==> src/rtl/fft8_input_loader_if.sv <==
// Sample-in / frame-out bundle for the FFT8 input loader.
// The slave side is the loader; the master side is its environment.
interface fft8_input_loader_if #(
    parameter int N = 4
) ();
    localparam int W = 2 ** N;

    logic [W-1:0] in_data;
    logic         in_valid;
    logic         in_ready;

    logic [W-1:0] out_0;
    logic [W-1:0] out_1;
    logic [W-1:0] out_2;
    logic [W-1:0] out_3;
    logic [W-1:0] out_4;
    logic [W-1:0] out_5;
    logic [W-1:0] out_6;
    logic [W-1:0] out_7;
    logic         out_valid;
    logic         out_ready;

    modport master (
        output in_data, in_valid, out_ready,
        input  in_ready, out_valid,
        input  out_0, out_1, out_2, out_3,
        input  out_4, out_5, out_6, out_7
    );

    modport slave (
        input  in_data, in_valid, out_ready,
        output in_ready, out_valid,
        output out_0, out_1, out_2, out_3,
        output out_4, out_5, out_6, out_7
    );
endinterface

==> src/rtl/fft8_input_loader.sv <==
// FFT8 input loader: serial samples into ping-pong banks,
// stored bit-reversed and presented as one parallel frame.
module fft8_input_loader #(
    parameter int N = 4
) (
    input  logic                  clk,
    input  logic                  rst,
    fft8_input_loader_if.slave    bus
);
    localparam int W = 2 ** N;

    function automatic logic [2:0] bitrev3(input logic [2:0] k);
        return {k[0], k[1], k[2]};
    endfunction

    logic [1:0][7:0][W-1:0] bank_q;
    logic                   wr_bank_q, wr_bank_d;
    logic                   rd_bank_q, rd_bank_d;
    logic [2:0]             wr_cnt_q, wr_cnt_d;
    logic [1:0]             full_q, full_d;

    logic in_ready;
    logic wr_fire;
    logic rd_fire;

    always_comb begin
        in_ready  = !full_q[wr_bank_q];
        wr_fire   = bus.in_valid && in_ready;
        rd_fire   = full_q[rd_bank_q] && bus.out_ready;
        wr_bank_d = wr_bank_q;
        rd_bank_d = rd_bank_q;
        wr_cnt_d  = wr_cnt_q;
        full_d    = full_q;
        if (wr_fire) begin
            wr_cnt_d = wr_cnt_q + 3'd1;
            if (wr_cnt_q == 3'd7) begin
                full_d[wr_bank_q] = 1'b1;
                wr_bank_d         = ~wr_bank_q;
            end
        end
        // Completion and release always hit different banks.
        if (rd_fire) begin
            full_d[rd_bank_q] = 1'b0;
            rd_bank_d         = ~rd_bank_q;
        end
    end

    always_ff @(posedge clk or negedge rst) begin
        if (!rst) begin
            bank_q    <= '0;
            wr_bank_q <= 1'b0;
            rd_bank_q <= 1'b0;
            wr_cnt_q  <= 3'd0;
            full_q    <= 2'b00;
        end else begin
            wr_bank_q <= wr_bank_d;
            rd_bank_q <= rd_bank_d;
            wr_cnt_q  <= wr_cnt_d;
            full_q    <= full_d;
            if (wr_fire) begin
                bank_q[wr_bank_q][bitrev3(wr_cnt_q)] <= bus.in_data;
            end
        end
    end

    assign bus.in_ready  = in_ready;
    assign bus.out_valid = full_q[rd_bank_q];

    assign bus.out_0 = bank_q[rd_bank_q][0];
    assign bus.out_1 = bank_q[rd_bank_q][1];
    assign bus.out_2 = bank_q[rd_bank_q][2];
    assign bus.out_3 = bank_q[rd_bank_q][3];
    assign bus.out_4 = bank_q[rd_bank_q][4];
    assign bus.out_5 = bank_q[rd_bank_q][5];
    assign bus.out_6 = bank_q[rd_bank_q][6];
    assign bus.out_7 = bank_q[rd_bank_q][7];
endmodule
==> src/flat_wrapper.sv <==
// flat-port wrapper written by rule: the top's interface ports become plain ports
module fft8_input_loader_flat 
#(
    parameter int N = 4
)
  (clk, rst, bus_in_data, bus_in_valid, bus_out_ready, bus_in_ready, bus_out_valid, bus_out_0, bus_out_1, bus_out_2, bus_out_3, bus_out_4, bus_out_5, bus_out_6, bus_out_7);
  fft8_input_loader_if #(.N(N)) bus_i ();
  input  logic clk;
  input  logic rst;
  input wire logic [$bits(bus_i.in_data)-1:0] bus_in_data;
  input wire logic [$bits(bus_i.in_valid)-1:0] bus_in_valid;
  input wire logic [$bits(bus_i.out_ready)-1:0] bus_out_ready;
  output wire logic [$bits(bus_i.in_ready)-1:0] bus_in_ready;
  output wire logic [$bits(bus_i.out_valid)-1:0] bus_out_valid;
  output wire logic [$bits(bus_i.out_0)-1:0] bus_out_0;
  output wire logic [$bits(bus_i.out_1)-1:0] bus_out_1;
  output wire logic [$bits(bus_i.out_2)-1:0] bus_out_2;
  output wire logic [$bits(bus_i.out_3)-1:0] bus_out_3;
  output wire logic [$bits(bus_i.out_4)-1:0] bus_out_4;
  output wire logic [$bits(bus_i.out_5)-1:0] bus_out_5;
  output wire logic [$bits(bus_i.out_6)-1:0] bus_out_6;
  output wire logic [$bits(bus_i.out_7)-1:0] bus_out_7;
  assign bus_i.in_data = bus_in_data;
  assign bus_i.in_valid = bus_in_valid;
  assign bus_i.out_ready = bus_out_ready;
  assign bus_in_ready = bus_i.in_ready;
  assign bus_out_valid = bus_i.out_valid;
  assign bus_out_0 = bus_i.out_0;
  assign bus_out_1 = bus_i.out_1;
  assign bus_out_2 = bus_i.out_2;
  assign bus_out_3 = bus_i.out_3;
  assign bus_out_4 = bus_i.out_4;
  assign bus_out_5 = bus_i.out_5;
  assign bus_out_6 = bus_i.out_6;
  assign bus_out_7 = bus_i.out_7;
  fft8_input_loader #(.N(N)) u_core (.clk(clk), .rst(rst), .bus(bus_i));
endmodule
==> config.mk <==
export PLATFORM = sky130hd
export DESIGN_NAME = fft8_input_loader_flat
export DESIGN_NICKNAME = d
export VERILOG_FILES = /design/src/rtl/fft8_input_loader_if.sv /design/src/rtl/fft8_input_loader.sv /design/src/flat_wrapper.sv
export SDC_FILE = /design/constraint.sdc
export NUM_CORES = 1
export LEC_CHECK = 0
export BUFFER_PORTS_ARGS = -buffer_cell sky130_fd_sc_hd__buf_2
export CAP_MARGIN = 0
export CORE_ASPECT_RATIO = 0.9
export CORE_UTILIZATION = 55
export CTS_CLUSTER_SIZE = 40
export DETAILED_ROUTE_END_ITERATION = 10
export PLACE_DENSITY = 0.83
export SLEW_MARGIN = 10
export SYNTH_ARGS = -nofsm -noshare
export SYNTH_HDL_FRONTEND = slang
export SYNTH_SLANG_ARGS = --single-unit
==> constraint.sdc <==
create_clock -name clk -period 5.45 [get_ports clk]
set_input_delay 0.545 -clock clk [delete_from_list [all_inputs] [get_ports clk]]
set_output_delay 0.545 -clock clk [all_outputs]
set_load 0.01 [all_outputs]
==> impl_metrics.json <==
{
  "status": "complete, no violations",
  "routabilityCongestion": 0.7189,
  "clockBufferDepth": 3,
  "finClkSkew_ns": 0.01247,
  "synth_compound_area_share_pct": 0.2465,
  "ys.warnings.count": 0,
  "instances_no_fill": 1187,
  "crit_slowest_cell": "dfrtp_4",
  "routed_wirelength_um": 24120,
  "syn-cell-area_um2": 11670,
  "synth-simple-area-share_pct": 1.704,
  "gr-total-overflow": 0,
  "viasPerCell": 5.521,
  "cts_buffers": 28,
  "crit_end": "bus_out_1[7]",
  "rsz0062_at_grt": "false",
  "core_um2": 20830,
  "critical_path_arrival_ns": 2.73,
  "multi_input_area_um2": 4753,
  "r2r-start": "u_core.wr_bank_q",
  "antenna_left": 0,
  "cts_setup_buffers": 0,
  "h-tree-depth": 1,
  "cts.sinks": 263,
  "grt_pass1_vias": 7008,
  "dr.pass1.iters": 6,
  "hold_viol_final": 0,
  "drive_above_1_share_pct": 67.00,
  "setup_tns_ns": 0,
  "port-buffer-count": 149,
  "reg2reg_depth": 3,
  "synth_seq_cells": 263,
  "fp.dieH_um": 140.2,
  "dp_hpwl_um": 15370,
  "worstHoldPathType": "primary input to asynchronous set/reset pin",
  "pwr-share-comb_pct": 38.1,
  "clk_latency_ns": 0.53,
  "yosys.area_share.adder_pct": 0.6431,
  "synth_top_family_by_area": "multiplexers",
  "num_rows": 50,
  "max_cap_violations": 0,
  "critPathKind": "flop to primary output",
  "p_leak_nw": 6.351,
  "drc": 0,
  "startpoint": "u_core.rd_bank_q",
  "syn_to_final_growth_pct": 15.84,
  "cts.clk_slew.worst_paths_ns": 0.06,
  "die-area_um2": 21810,
  "seqCellArea_um2": 6585,
  "cp_cell_sequence": "buf_4 > mux2_2 > buf_2",
  "antenna_found_initial": 1,
  "finalCriticalPeriod_ns": 3.272,
  "p_int_mw": 6.107,
  "hold_slack_ns": 0.1055,
  "worstMarginPinSlew_ns": 1.129,
  "ctsResizeCount": 0,
  "grt_pass1_wl_um": 39170,
  "syn_nets": 777,
  "path_max_fanout": 61,
  "ys_seq_area_share_pct": 56.38,
  "seqPwrFrac_pct": 39.0,
  "muxShareOfSynthArea_pct": 38.05,
  "powerDensity_nw_per_um2": 659.0,
  "crit_path_end_kind": "primary output",
  "synth_cell_types": 28,
  "start_util_pct": 56.04,
  "timing.rr.end": "u_core.bank_q[131]",
  "num_vias": 6554,
  "drt_iter0_drc": 317,
  "wl_per_cell_um": 20.32,
  "die_width_um": 155.6,
  "syn-mean-instance-area_um2": 15.54,
  "netSwitchingPower_mw": 2.804,
  "clock-root-buffer": "clkbuf_16",
  "r2r_slack_ns": 3.10,
  "grt_usage_pct": 22.99,
  "n_fill_cell": 1531,
  "cp_slowest_stage_delay_ns": 1.00,
  "ioPinCount": 150,
  "swShare_pct": 31.47,
  "setup_viol": 0,
  "timing.final.crit_share_pct": 60.04,
  "postCtsHoldBufs": 0,
  "fmax_ghz": 0.3056,
  "cts_tree": "built",
  "clockPowerShare_pct": 22.9,
  "start_kind": "flop",
  "synthCells": 751,
  "synth-xor-area-share_pct": 0.07503,
  "peakVddDrop_mv": 0.3331,
  "relSlewSlack_pct": 24.75,
  "fin_nets": 905,
  "final-max-slew-violation-count": 0,
  "grt_max_degree": 126,
  "total_power_mw": 8.911,
  "worstPathRequired_ns": 4.91,
  "dp_cells": 1135
}
## kinds of logic after synthesis
family                   count (synthesis)
AO/OA/AOI/OAI                            5
multiplexers                           388
XOR/XNOR                                 1
adder cells (fa/ha/maj)                  6
flip-flops                             263
AND/OR/NAND/NOR                         29
buffers and inverters                   59
## registers in the layout (all words and copies together) (netlist names)
signal and cells:
u_core.bank_q 256, u_core.full_q 2, u_core.rd_bank_q 1, u_core.wr_bank_q 1, u_core.wr_cnt_q 3
## cell usage in the layout (no fill, tap or decap), drive strengths merged
master / n
nand2b: 2
nor2b: 1
and2: 2
inv: 4
buf: 154
a31oi: 1
mux2i: 2
clkinvlp: 3
diode: 1
clkinv: 6
and3: 3
nor3b: 1
and4b: 2
nor2: 5
clkbuf: 37
dfrtp: 263
and3b: 1
ha: 6
nand3b: 2
a21o: 1
nand2: 7
xnor2: 1
a21oi: 3
mux2: 386
bufinv: 4
nand3: 3
## critical path, delay by kind of cell, from the launching register on
| family | cells | cell delay [ns] |
|---|---|---|
| DFF | 1 | 1.00 |
| buffers and inverters | 2 | 0.76 |
| muxes | 1 | 0.43 |
## layer usage
layer  share of wire, %  GRT usage (%)  vias up
li1                   -              -     2931
met1                 49          34.99     3441
met2                 45          34.67      154
met3                4.6          4.053       28
met4                1.5          4.799        0
met5                  0              0        -
## power by group through the flow
| stage | Combinational (mW) | Sequential [mW] | Clock [mW] |
|---|---|---|---|
| finish | 3.40 | 3.47 | 2.04 |
| CTS | 3.44 | 3.47 | 2.07 |
| detailed placement | 3.41 | 3.49 | 0 |
| global route | 3.65 | 3.60 | 2.16 |
| floorplan | 2.54 | 3.20 | 0 |
| global placement | 3.34 | 3.45 | 0 |
## through the flow
stage | setup slack, ns | cell area, um^2 | utilization, %
floorplan | 3.536 | 11670 | -
global placement | 2.735 | 12500 | 60.01
detailed placement | 2.717 | 12500 | 60.01
CTS | 2.155 | 13520 | 64.90
global route | 2.065 | 13520 | 64.90
finish | 2.178 | 13520 | 64.91
## how the worst min path moves through the flow
stage | startpoint | slack [ns] | cells past startpoint | endpoint
final | rst | 0.11 | 1 | u_core.bank_q[163]
after global routing | rst | 0.18 | 1 | u_core.bank_q[160]
after CTS | rst | 0.15 | 1 | u_core.bank_q[32]
after detailed placement | u_core.bank_q[225] | 0.49 | 1 | u_core.bank_q[225]
after global placement | u_core.bank_q[226] | 0.48 | 1 | u_core.bank_q[226]
after floorplan | rst | 0.25 | 0 | u_core.bank_q[0]
## cell usage after synthesis
library cell | n | share of area (%)
xnor2_1 | 1 | 0.075
mux2_2 | 366 | 35
nor2_1 | 1 | 0.032
nand3b_1 | 2 | 0.13
buf_6 | 4 | 0.39
buf_2 | 17 | 0.73
nand2_2 | 2 | 0.11
mux2i_1 | 2 | 0.17
and2_1 | 2 | 0.11
nor2b_2 | 1 | 0.075
and4b_1 | 2 | 0.17
nand2_1 | 5 | 0.16
ha_1 | 6 | 0.64
dfrtp_1 | 263 | 56
and3b_1 | 1 | 0.075
mux2_4 | 20 | 2.6
nand3_2 | 3 | 0.26
a31oi_1 | 1 | 0.054
a21oi_1 | 3 | 0.13
inv_1 | 3 | 0.096
a21o_1 | 1 | 0.064
buf_12 | 2 | 0.34
nor2_2 | 4 | 0.21
nor3b_2 | 1 | 0.11
clkbuf_1 | 24 | 0.77
nand2b_1 | 2 | 0.11
buf_4 | 9 | 0.58
and3_1 | 3 | 0.16
## layout make-up
type | instances | share of cell area [%]
flip-flops and latches | 263 | 48.70
multi-input cells | 429 | 35.15
repair buffers | 154 | 5.866
clock inverters | 14 | 1.360
inverters | 3 | 0.08327
diodes | 1 | 0.01850
well taps | 286 | 2.646
clock buffers | 37 | 6.181
No activity file was read; power rests on OpenSTA's default activity.
